File: config.mk
export PLATFORM = sky130hd
export DESIGN_NAME = mipi_rx_pkt_parser
export DESIGN_NICKNAME = d
export VERILOG_FILES = /design/src/rtl/mipi_rx_pkt_parser.sv
export SDC_FILE = /design/constraint.sdc
export NUM_CORES = 1
export LEC_CHECK = 0
export BUFFER_PORTS_ARGS = -buffer_cell sky130_fd_sc_hd__buf_2
export CAP_MARGIN = 25
export CELL_PAD_IN_SITES_DETAIL_PLACEMENT = 1
export CELL_PAD_IN_SITES_GLOBAL_PLACEMENT = 1
export CORE_ASPECT_RATIO = 1.1
export CORE_UTILIZATION = 40
export CTS_CLUSTER_DIAMETER = 60
export DETAILED_ROUTE_END_ITERATION = 12
export PLACE_DENSITY = 0.75
export SLEW_MARGIN = 40
export SYNTH_ARGS = -nofsm -noshare
export SYNTH_HDL_FRONTEND = slang
export SYNTH_SLANG_ARGS = --single-unit
File: constraint.sdc
create_clock -name CLKn -period 3.8 [get_ports CLKn]
set_clock_uncertainty 0.05 [all_clocks]
set_input_delay 0.38 -clock CLKn [delete_from_list [all_inputs] [get_ports CLKn]]
set_output_delay 0.38 -clock CLKn [all_outputs]
set_load 0.02 [all_outputs]
File: src/rtl/mipi_rx_pkt_parser.sv
// DSI receive packet parser: decodes packet headers (ECC correct/detect), forwards long-packet
// payload bytes, checks payload CRC-16 and flags HS bursts that end inside a packet.
module mipi_rx_pkt_parser (
    input  logic        CLKn,
    input  logic        RST,
    input  logic [7:0]  Rx_byte,
    input  logic        Rx_byte_valid,
    input  logic        Rx_hs_active,
    output logic [5:0]  Rx_cmd_data_type,
    output logic [1:0]  Rx_cmd_vc,
    output logic [15:0] Rx_cmd_wc,
    output logic        Rx_cmd_long,
    output logic        Rx_cmd_valid,
    output logic [7:0]  Rx_pay_data,
    output logic        Rx_pay_valid,
    output logic        Rx_pay_last,
    output logic        Rx_ecc_corrected,
    output logic        Rx_ecc_err,
    output logic        Rx_crc_err,
    output logic        Rx_trunc_err
);

    typedef enum logic [2:0] {ST_HDR, ST_PAY, ST_CRC0, ST_CRC1, ST_DROP} state_t;

    // Parity masks P0..P5 of the DSI header ECC over {byte2, byte1, byte0}.
    localparam logic [23:0] ECC_MASK [6] = '{
        24'hF12CB7, 24'hF2555B, 24'h749A6D, 24'hB8E38E, 24'hDF03F0, 24'hEFFC00
    };

    function automatic logic [5:0] ecc6(input logic [23:0] d);
        logic [5:0] p;
        for (int k = 0; k < 6; k++) p[k] = ^(d & ECC_MASK[k]);
        return p;
    endfunction

    // Reflected CCITT step (poly 0x8408), payload byte consumed LSB first.
    function automatic logic [15:0] crc16_byte(input logic [15:0] crc, input logic [7:0] b);
        logic [15:0] c;
        c = crc ^ {8'h00, b};
        for (int i = 0; i < 8; i++) c = c[0] ? ((c >> 1) ^ 16'h8408) : (c >> 1);
        return c;
    endfunction

    state_t      state_q, state_d;
    logic [1:0]  idx_q, idx_d;
    logic [23:0] hdr_q, hdr_d;
    logic [15:0] cnt_q, cnt_d;
    logic [15:0] crc_q, crc_d;
    logic [7:0]  crc0_q, crc0_d;
    logic [5:0]  dt_q, dt_d;
    logic [1:0]  vc_q, vc_d;
    logic [15:0] wc_q, wc_d;
    logic        long_q, long_d;
    logic        cmd_valid_q, cmd_valid_d;
    logic [7:0]  pay_data_q, pay_data_d;
    logic        pay_valid_q, pay_valid_d;
    logic        pay_last_q, pay_last_d;
    logic        corr_q, corr_d;
    logic        ecc_err_q, ecc_err_d;
    logic        crc_err_q, crc_err_d;
    logic        trunc_q, trunc_d;

    logic [5:0]  syn;
    logic [23:0] hdr_fix;
    logic        ecc_ok, ecc_corr, hdr_long;

    // Syndrome decode against the three captured header bytes plus the ECC byte on the bus.
    always_comb begin
        syn      = ecc6(hdr_q) ^ Rx_byte[5:0];
        hdr_fix  = hdr_q;
        ecc_ok   = 1'b0;
        ecc_corr = 1'b0;
        if (syn == 6'd0) begin
            ecc_ok = 1'b1;
        end else if ((syn & (syn - 6'd1)) == 6'd0) begin
            ecc_ok   = 1'b1;   // single error in the ECC byte itself; data is intact
            ecc_corr = 1'b1;
        end else begin
            for (int i = 0; i < 24; i++) begin
                if (syn == ecc6(24'd1 << i)) begin
                    hdr_fix  = hdr_q ^ (24'd1 << i);
                    ecc_ok   = 1'b1;
                    ecc_corr = 1'b1;
                end
            end
        end
        hdr_long = hdr_fix[3:0] inside {4'h9, 4'hC, 4'hD, 4'hE};
    end

    always_comb begin
        // NOTE: every next-state value defaults to hold (or 0 for pulses) so no latch is inferred.
        state_d     = state_q;
        idx_d       = idx_q;
        hdr_d       = hdr_q;
        cnt_d       = cnt_q;
        crc_d       = crc_q;
        crc0_d      = crc0_q;
        dt_d        = dt_q;
        vc_d        = vc_q;
        wc_d        = wc_q;
        long_d      = long_q;
        pay_data_d  = pay_data_q;
        cmd_valid_d = 1'b0;
        pay_valid_d = 1'b0;
        pay_last_d  = 1'b0;
        corr_d      = 1'b0;
        ecc_err_d   = 1'b0;
        crc_err_d   = 1'b0;
        trunc_d     = 1'b0;

        if (!Rx_hs_active) begin
            state_d = ST_HDR;
            idx_d   = 2'd0;
            trunc_d = !((state_q == ST_HDR && idx_q == 2'd0) || state_q == ST_DROP);
        end else if (Rx_byte_valid) begin
            case (state_q)
                ST_HDR: begin
                    if (idx_q != 2'd3) begin
                        case (idx_q)
                            2'd0:    hdr_d[7:0]   = Rx_byte;
                            2'd1:    hdr_d[15:8]  = Rx_byte;
                            default: hdr_d[23:16] = Rx_byte;
                        endcase
                        idx_d = idx_q + 2'd1;
                    end else begin
                        idx_d = 2'd0;
                        crc_d = 16'hFFFF;
                        if (ecc_ok) begin
                            cmd_valid_d = 1'b1;
                            corr_d      = ecc_corr;
                            dt_d        = hdr_fix[5:0];
                            vc_d        = hdr_fix[7:6];
                            wc_d        = hdr_fix[23:8];
                            long_d      = hdr_long;
                            cnt_d       = hdr_fix[23:8];
                            if (hdr_long) state_d = (hdr_fix[23:8] == 16'd0) ? ST_CRC0 : ST_PAY;
                        end else begin
                            ecc_err_d = 1'b1;
                            state_d   = ST_DROP;
                        end
                    end
                end
                ST_PAY: begin
                    pay_valid_d = 1'b1;
                    pay_data_d  = Rx_byte;
                    crc_d       = crc16_byte(crc_q, Rx_byte);
                    cnt_d       = cnt_q - 16'd1;
                    if (cnt_q == 16'd1) begin
                        pay_last_d = 1'b1;
                        state_d    = ST_CRC0;
                    end
                end
                ST_CRC0: begin
                    crc0_d  = Rx_byte;
                    state_d = ST_CRC1;
                end
                ST_CRC1: begin
                    crc_err_d = ({Rx_byte, crc0_q} != crc_q);
                    state_d   = ST_HDR;
                end
                ST_DROP: ;
                default: state_d = ST_HDR;
            endcase
        end
    end

    always_ff @(posedge CLKn or posedge RST) begin
        if (RST) begin
            state_q     <= ST_HDR;
            idx_q       <= 2'd0;
            hdr_q       <= '0;
            cnt_q       <= '0;
            crc_q       <= 16'hFFFF;
            crc0_q      <= '0;
            dt_q        <= '0;
            vc_q        <= '0;
            wc_q        <= '0;
            long_q      <= 1'b0;
            cmd_valid_q <= 1'b0;
            pay_data_q  <= '0;
            pay_valid_q <= 1'b0;
            pay_last_q  <= 1'b0;
            corr_q      <= 1'b0;
            ecc_err_q   <= 1'b0;
            crc_err_q   <= 1'b0;
            trunc_q     <= 1'b0;
        end else begin
            state_q     <= state_d;
            idx_q       <= idx_d;
            hdr_q       <= hdr_d;
            cnt_q       <= cnt_d;
            crc_q       <= crc_d;
            crc0_q      <= crc0_d;
            dt_q        <= dt_d;
            vc_q        <= vc_d;
            wc_q        <= wc_d;
            long_q      <= long_d;
            cmd_valid_q <= cmd_valid_d;
            pay_data_q  <= pay_data_d;
            pay_valid_q <= pay_valid_d;
            pay_last_q  <= pay_last_d;
            corr_q      <= corr_d;
            ecc_err_q   <= ecc_err_d;
            crc_err_q   <= crc_err_d;
            trunc_q     <= trunc_d;
        end
    end

    assign Rx_cmd_data_type = dt_q;
    assign Rx_cmd_vc        = vc_q;
    assign Rx_cmd_wc        = wc_q;
    assign Rx_cmd_long      = long_q;
    assign Rx_cmd_valid     = cmd_valid_q;
    assign Rx_pay_data      = pay_data_q;
    assign Rx_pay_valid     = pay_valid_q;
    assign Rx_pay_last      = pay_last_q;
    assign Rx_ecc_corrected = corr_q;
    assign Rx_ecc_err       = ecc_err_q;
    assign Rx_crc_err       = crc_err_q;
    assign Rx_trunc_err     = trunc_q;

endmodule

Word-level counts from Yosys, hierarchy flattened
Cells that the tools add are included.
{"block": "op_classes", "n_addsub": 3, "mul": 0, "div": 0, "n_lt_le_gt_ge": 0, "n_eq_ne": 44, "shifts": 0, "muxes": 104, "bitwise_logic": 37, "n_reduce_logical": 27}
{"operator": "two-way mux 16 bit", "count": 12}
{"operator": "XOR reduction 24 bit", "count": 6}
{"operator": "== test 6 bit, second input constant", "count": 13}
{"operator": "two-way mux 24 bit", "count": 3}
{"operator": "one-hot mux 16 bit (2 select lines)", "count": 2}
{"operator": "two-way mux 1 bit", "count": 54}
{"operator": "== test 6 x 5 -> 1 bit, second input constant", "count": 7}
{"operator": "AND reduction 5 bit", "count": 6}
{"operator": "NOT 1 bit", "count": 26}
{"operator": "NOT 2 -> 3 bit", "count": 8}
{"operator": "two-way mux 23 bit", "count": 1}
{"operator": "two-way mux 22 bit", "count": 1}
{"operator": "two-way mux 21 bit", "count": 1}
{"operator": "two-way mux 3 bit", "count": 7}
{"operator": "two-way mux 20 bit", "count": 1}
{"operator": "two-way mux 19 bit", "count": 1}
{"operator": "== test 6 x 4 -> 1 bit, second input constant", "count": 3}
{"operator": "two-way mux 18 bit", "count": 1}
{"operator": "two-way mux 17 bit", "count": 1}
{"operator": "== test 16 x 1 -> 1 bit, second input constant", "count": 1}
{"operator": "== test 4 bit, second input constant", "count": 4}
{"operator": "logical NOT 16 bit", "count": 1}
{"operator": "!= test 16 bit", "count": 1}
{"operator": "subtractor 16 x 1 -> 16 bit, second input constant", "count": 1}
{"operator": "other kinds (40)", "count": 53}
{"block": "totals", "ff_bits": 109, "latch_bits": 0, "ramBits": 0, "romBits": 0, "in_bits": 12, "word_cells": 235, "n_memories": 0}

Logic depth before layout (Yosys ltp)
Gate-level depths: netlist of run 1.
{"block": "logic_depth", "ltp_word": 37, "ltp_mapped": 15, "depth_no_buf": 10}

Worst setup path before layout of run 1
No wires, ideal clock.
{"block": "synth_timing", "kind": "input port to flip-flop", "start": "input port Rx_byte[1]", "end": "register state_q[1]", "setup_time_ns": 0.066, "arrival_time_ns": 3.543, "path_slack_ns": 0.141, "cell_stages": 12, "path_cell_list": "buf_2 xnor3_1 xor2_1 xnor2_2 nand3_1 and2_1 buf_6 o31a_1 or4_1 or4_1 nor4b_2 o311a_1"}
{"block": "synth_via", "elab_chain_cells": 33, "elab_cells_between_ends": 96, "classes_between": "1 x add/sub; 29 x eq/ne; 59 x mux; 2 x bitwise; 5 x reduce/logical"}
{"element": "start: declaration", "line_no": "6", "source": "input logic [7:0] Rx_byte,"}
{"element": "bitwise XOR 6 bit *", "line_no": "69", "source": "syn = ecc6(hdr_q) ^ Rx_byte[5:0];"}
{"element": "branches (longest 32 deep; another with two-way mux 11 bit)"}
{"element": "end signal: assignment", "line_no": "188", "source": "state_q <= state_d;"}
{"element": "end: declaration", "line_no": "44", "source": "state_t state_q, state_d;"}
Mark *: on every way between the ends. The select of a mux whose other input is x is not followed.
A chain may end at the register's enable or synchronous reset.

Final worst setup path of run 1
{"block": "layout_timing", "start": "register hdr_q[23]", "end": "register state_q[1]"}
{"block": "layout_via", "elab_chain_cells": 34, "elab_cells_between_ends": 102, "classes_between": "1 x add/sub; 29 x eq/ne; 59 x mux; 3 x bitwise; 10 x reduce/logical"}
{"element": "start: declaration", "line_no": "46", "source": "logic [23:0] hdr_q, hdr_d;"}
{"element": "start signal: assignment", "line_no": "190", "source": "hdr_q <= hdr_d;"}
{"element": "branches (longest 34 deep; another with XOR reduction 24 bit)"}
Parallel ways; which one is timed is not known. The select of a mux whose other input is x is not followed.

==> impl_metrics.csv, run 1 <==
group,metric,value,unit
outcome,status,"finished with violations",
outcome,violations,"negative setup slack",
sta,tightest_slew,0.705,ns
clock_network,cts_root_buf,"clkbuf_16",
route,viasPerCell,5.47,
synthesis,yosys-mux-area-fraction,9.94,%
global_routing,grt_use_total,26.0,%
synthesis,syn_nets,698,
placement,place_ws,-0.209,ns
synthesis,synth_ff_type,"dfrtp_1",
sta,timing.final.ws_setup,-0.0712,ns
die,coreArea,0.0171,mm²
route,wl_per_cell,21.0,µm
placement,portBuffers,51,
critical_path,rr_startpoint,"hdr_q[23]",
finish,layout-drive-gt1-share,36.5,%
die,die_area,0.0180,mm²
clock_network,cts.sinks,109,
route,drt_iter0_markers,315,
run,max_cap_violations,0,
clock_network,cts_tree,"done",
die,io_pins,52,
synthesis,synth_cells,681,
route,routed_wl,22.1,mm
global_routing,grt_overflow,0,
finish,areaGrowthSynthToFinish,24.3,%
global_routing,grt_first_pass_wirelength,35.2,mm
synthesis,synth_top_area_share,33.3,%
clock_network,htreeDepth,3,
synthesis,synth_area_leaders,"dfrtp_1 (33%), xnor2_1 (8.9%), dfstp_2 (6.0%)",
finish,finalNetCount,832,
clock_network,numCtsBuffers,9,
route,route.detailed.drc,0,
synthesis,synthAdderAreaFrac,1.04,%
synthesis,synth_compound_area_share,11.3,%
route,drt_pass1_iterations,5,
die,fp.dieH,141,µm
synthesis,ys_ff_latch,109,
clock_network,clkLatencyLatePin,0.37,ns
synthesis,async_reset_ff_share,100,%
finish,n_antenna_cell,0,
synthesis,yosysWarnings,0,
clock_network,path_clk_slew,0.09,ns
sta,clock.fmax,258,MHz
route,ant_nets,0,
sta,finalCritPeriodShare,102,%
die,die_x,128,µm
critical_path,start_kind,"register",
placement,gp_congestion,0.929,
critical_path,endpoint_kind,"register",
critical_path,crit_type,"reg -> reg",
synthesis,synth_top_family_by_area,"XOR/XNOR gates",
die,start_util,40.9,%
worst_hold_path,hold_class,"in -> async",
die,num_rows,50,
critical_path,cp.arrival,4.13,ns
global_routing,antenna_found_initial,0,
global_routing,grt_pass1_vias,6254,
sta,final_max_slew_viol_count,0,
critical_path,required,4.05,ns
synthesis,synth_largest_area_cell,"dfrtp_1",
clock_network,clk_path_buf_depth,2,
route,num_vias,5770,
critical_path,worstPathMaxFanout,4,
sta,tns,-0.0973,ns
sta,rsz0062_at_grt,"true",
synthesis,yosys.area_share.simple,15.9,%
sta,setup_violations,2,
sta,maxSlewHeadroom,53.0,%
sta,finalHoldViolations,0,
synthesis,synth_xor_area_share,18.1,%
synthesis,synth-edff-count,0,
placement,hpwl,16.7,mm
synthesis,synth.distinct_cells,76,
critical_path,crit_start,"hdr_q[23]",
synthesis,avgSynthCellArea,10.3,µm²
global_routing,grt_max_degree,85,
synthesis,yosysSeqAreaShare,39.3,%
synthesis,synth_area,0.00699,mm²
sta,timing.final.crit_period,3.87,ns
==> state kept, by name, indices dropped and copies added (netlist names), 2 cells and up <==
name and flops:
cnt_q 16, idx_q 2, state_q 3, Rx_cmd_vc 2, Rx_cmd_wc 16, hdr_q 24
crc0_q 8, Rx_pay_data 8, Rx_cmd_data_type 6, crc_q 16
==> per-stage QoR <==
stage / instance area (µm²) / std cells / utilization [%] / hold WS, ns
2_1_floorplan: 6990 / 681 / - / 0.406
3_3_place_gp: 8060 / 1024 / 47.2 / 0.403
3_5_place_dp: 8090 / 1025 / 47.4 / 0.416
4_1_cts: 8560 / 1046 / 50.1 / 0.159
5_1_grt: 8680 / 1054 / 50.8 / 0.0871
6_report: 8680 / 1054 / 50.8 / 0.0212
==> path summary, 6_finish.rpt <==
path                            cells after the start  slack (ns)              to
worst max-delay path                               13       -0.07      state_q[1]
worst min-delay path                                2        0.02        cnt_q[6]
worst max register to register                     13       -0.07      state_q[1]
worst min register to register                      2        0.43  Rx_pay_data[5]
max in group asynchronous                           3        2.82        cnt_q[2]
min in group CLKn                                   2        0.26    Rx_trunc_err
==> placed cells by master (no fill, tap or decap), types with 16 or more instances in the layout <==
| master | Yosys | routed |
|---|---|---|
| dfstp_2 | 16 | 16 |
| nand3_1 | 30 | 26 |
| nand2_1 | 60 | 60 |
| a21oi_1 | 37 | 37 |
| buf_4 | 6 | 111 |
| mux2_2 | 32 | 32 |
| buf_2 | 8 | 51 |
| xnor2_2 | 9 | 17 |
| xnor2_1 | 71 | 62 |
| nor2_1 | 39 | 39 |
| inv_1 | 18 | 17 |
| xor2_1 | 24 | 22 |
| dfrtp_1 | 93 | 91 |
==> final cells by class <==
cell class,instances,area (µm²)
fillers,1927,8390
multi-input cells,511,4100
inverters,18,75.1
clock inverters,6,86.3
clock buffers,10,229
flip-flops and latches,109,2750
repair buffers,166,1150
well taps,234,293
==> cell families (layout without fill, tap and decap cells) <==
group | Yosys count | after routing
mux | 58 | 58
buf+inv | 61 | 200
fa+ha+maj | 6 | 6
flops | 109 | 109
compound gates | 116 | 116
simple gates | 214 | 214
xor+xnor | 117 | 117
==> metal layers <==
| metal | part of all wire [%] | wire, µm | GRT usage, % |
|---|---|---|---|
| met1 | 43 | 9520 | 33.4 |
| met2 | 50 | 11000 | 43.5 |
| met3 | 3.8 | 840 | 3.61 |
| met4 | 3.2 | 717 | 11.9 |
| met5 | 0 | 0 | 0 |
==> worst max-delay path: stages, from the launching register on <==
cell and delay, ns:
dfrtp_1 0.40, buf_4 0.16, xnor2_2 0.14, xnor3_2 0.47
buf_6 0.15, xor2_4 0.23, nand3_4 0.11, buf_4 0.16
a222oi_1 0.42, xor2_1 0.15, or4_1 0.43, or4_4 0.45
nor4b_4 0.27, o311a_1 0.20
==> what timing repair did <==
| item | CTS | global route |
|---|---|---|
| pin swaps | 7 | 10 |
| setup buffers | 5 | 8 |
| endpoints found under the setup margin | 14 | 31 |
| hold buffers | 0 | 0 |
| gates resized for setup | 17 | 11 |
==> cells in the mapped netlist (all sizes together) (3+ instances only) <==
cell and n:
or3b 3, a22o 3, or2 3, dfrtp 93, nand4 7, nor2 39
xnor2 82, o41ai 4, a222oi 4, nand2b 8, xnor3 7, buf 20
a31oi 8, o31a 5, nand3 31, o2111ai 3, o31ai 5, nand4b 4
ha 5, mux2i 6, a211oi 4, nor2b 4, or3 6, xor2 27
nor3 14, or4 7, o21ai 14, a21boi 5, nand2 61, clkbuf 23
a21oi 37, dfstp 16, nor4 7, mux2 52, inv 18, and2 13
o22ai 3
Power of run 1 is left out: the tool's default activity adds up to more than one toggle a clock period on the data nets, which glitch-free logic cannot reach.
==> inputs of run 2 (changes only) <==
--- a/config.mk
+++ b/config.mk
@@ -10,10 +10,10 @@
 export CELL_PAD_IN_SITES_DETAIL_PLACEMENT = 1
 export CELL_PAD_IN_SITES_GLOBAL_PLACEMENT = 1
 export CORE_ASPECT_RATIO = 1.1
-export CORE_UTILIZATION = 40
+export CORE_UTILIZATION = 44
 export CTS_CLUSTER_DIAMETER = 60
 export DETAILED_ROUTE_END_ITERATION = 12
-export PLACE_DENSITY = 0.75
+export PLACE_DENSITY = 0.81
 export SLEW_MARGIN = 40
 export SYNTH_ARGS = -nofsm -noshare
 export SYNTH_HDL_FRONTEND = slang
==> run 2 against run 1 <==
Effect of this change:
- the flow still finishes with violations (negative setup slack)
- global-route usage increased by 3.3 points
- worst setup slack got worse by 0.059 ns
- sequential share of layout area decreased by 0.88 points
- cell area increased by 3.2%
- register-to-register slack got worse by 0.06 ns
- hold slack about the same
- flip-flop and latch count unchanged
- first-iteration DRC count increased by 3.8%
- non-clock buffer count decreased by 5
==> impl_metrics.csv, run 2 (synthesized netlist as in run 1, its figures left out) <==
group,metric,value,unit
outcome,status,"finished with violations",
outcome,violations,"negative setup slack",
sta,finalHoldViolations,0,
die,die_area,0.0164,mm²
run,max_cap_violations,0,
global_routing,grt_overflow,0,
finish,layout_commonest_cell,"buf_4",
critical_path,endpoint_kind,"register",
clock_network,clk_path_buf_depth,2,
sta,final_max_slew_viol_count,0,
finish,stdcell_count,1011,
route,drt_pass1_iterations,5,
placement,hpwl,16.8,mm
critical_path,r2r_end,"state_q[1]",
finish,layout-drive-gt1-share,39.4,%
placement,gp_congestion,0.964,
sta,clock.fmax,254,MHz
clock_network,cts_root_buf,"clkbuf_16",
sta,tightest_slew,0.702,ns
critical_path,path_cells,"buf_6, xnor2_4, xnor3_2, xor2_4, nand3_2, a222oi_1, xor2_1, or4_1, or4_4, nor4b_4, o311a_1",
clock_network,numCtsBuffers,9,
critical_path,worstPathMaxFanout,7,
finish,largest_register,"hdr_q",
critical_path,crit_type,"reg -> reg",
clock_network,path_clk_slew,0.09,ns
global_routing,grt_use_total,29.4,%
die,fp.dieH,134,µm
die,io_pins,52,
clock_network,cts_tree,"done",
critical_path,crit_family,"simple AND/OR/NAND/NOR gates",
finish,fillers,1662,
route,routed_wl,23.8,mm
die,start_util,45.7,%
global_routing,antenna_found_initial,0,
finish,layout_common_cells,"buf_4 (103), dfrtp_1 (84), nand2_1 (60), xnor2_1 (55), buf_2 (51)",
finish,area.sequential,0.00276,mm²
sta,rsz0062_at_grt,"true",
finish,finalNetCount,827,
critical_path,start_kind,"register",
global_routing,grt_first_pass_wirelength,36.0,mm
sta,maxSlewHeadroom,53.1,%
sta,timing.final.crit_period,3.93,ns
placement,portBuffers,51,
die,num_rows,47,
critical_path,regToRegSetupSlack,-0.13,ns
route,viasPerCell,5.79,
route,ant_nets,0,
critical_path,max_stage_delay,0.58,ns
route,drt_iter0_markers,327,
route,wl_per_cell,23.6,µm
route,num_vias,5850,
finish,n_antenna_cell,0,
sta,tns,-0.137,ns
critical_path,crit_buf_inv,1,
finish,multi_input_area,0.00440,mm²
placement,dp.cells,978,
finish,areaGrowthSynthToFinish,28.3,%
sta,finalCritPeriodShare,103,%
critical_path,cp_slowest_cell,"a222oi_1",
finish,largest_register_ffs,24,
critical_path,rr_startpoint,"hdr_q[23]",
die,die_x,122,µm
route,route.detailed.drc,0,
sta,timing.final.ws_setup,-0.130,ns
critical_path,reg2reg_depth,11,
worst_hold_path,hold_class,"in -> async",
critical_path,cp.arrival,4.21,ns
critical_path,required,4.08,ns
global_routing,grt_pass1_vias,6399,
clock_network,clkLatencyLatePin,0.38,ns
sta,setup_violations,2,
die,coreArea,0.0153,mm²
global_routing,grt_max_degree,86,
clock_network,htreeDepth,3,
clock_network,cts.sinks,109,
## run 2: cell types whose count changed in the layout (fill, tap and decap cells not counted), moves of 3 or more
| cell | previous run | this run |
|---|---|---|
| xnor2_4 | 3 | 14 |
| buf_4 | 111 | 103 |
| dfrtp_1 | 91 | 84 |
| dfrtp_2 | 2 | 9 |
| xnor2_1 | 62 | 55 |
| xor2_1 | 22 | 17 |
| buf_12 | 0 | 4 |
| xnor2_2 | 17 | 13 |
| xor2_4 | 2 | 6 |
| nand3_2 | 4 | 7 |
## run 2: area by class of cell
cell class / count / share of cell area, %
Clock inverter: 6 / 0.824
Clock buffer: 10 / 2.79
Tap cell: 196 / 2.74
Inverter: 18 / 0.838
Multi-Input combinational cell: 511 / 49.1
Sequential cell: 109 / 30.8
Timing Repair Buffer: 161 / 12.9
## run 2: what timing repair did
item / CTS / global route
hold endpoints to repair: 0 / 0
hold buffers: 0 / 0
setup endpoints to repair: 21 / 33
pin swaps: 14 / 13
resized for setup: 35 / 34
setup buffers: 12 / 6
## run 2: worst max-delay path by stage
stage,startpoint,end,depth (start not counted)
6_report,hdr_q[23],state_q[1],11
3_5_place_dp,hdr_q[23],state_q[1],10
3_3_place_gp,hdr_q[23],state_q[1],10
2_1_floorplan,Rx_byte[1],state_q[1],12
4_1_cts,hdr_q[22],state_q[1],12
5_1_grt,hdr_q[23],state_q[1],11
## run 2: through the flow
stage	cell area [µm²]	utilization (%)	setup WS [ns]	hold WS, ns
2_1_floorplan	6990	-	0.141	0.406
3_3_place_gp	7960	52.1	-0.252	0.405
3_5_place_dp	7990	52.3	-0.365	0.408
4_1_cts	8660	56.6	0.0399	0.137
5_1_grt	8960	58.6	-0.227	0.0727
6_report	8960	58.6	-0.130	0.0216
## run 2: per-layer routing
metal	vias to the layer above	routed length [µm]	track usage, %
met1	2982	9750	35.6
met5	-	0	0
met4	0	793	11.0
met3	52	1080	5.61
li1	2660	-	-
met2	156	12200	51.2
Power of run 2 is left out for the same reason.
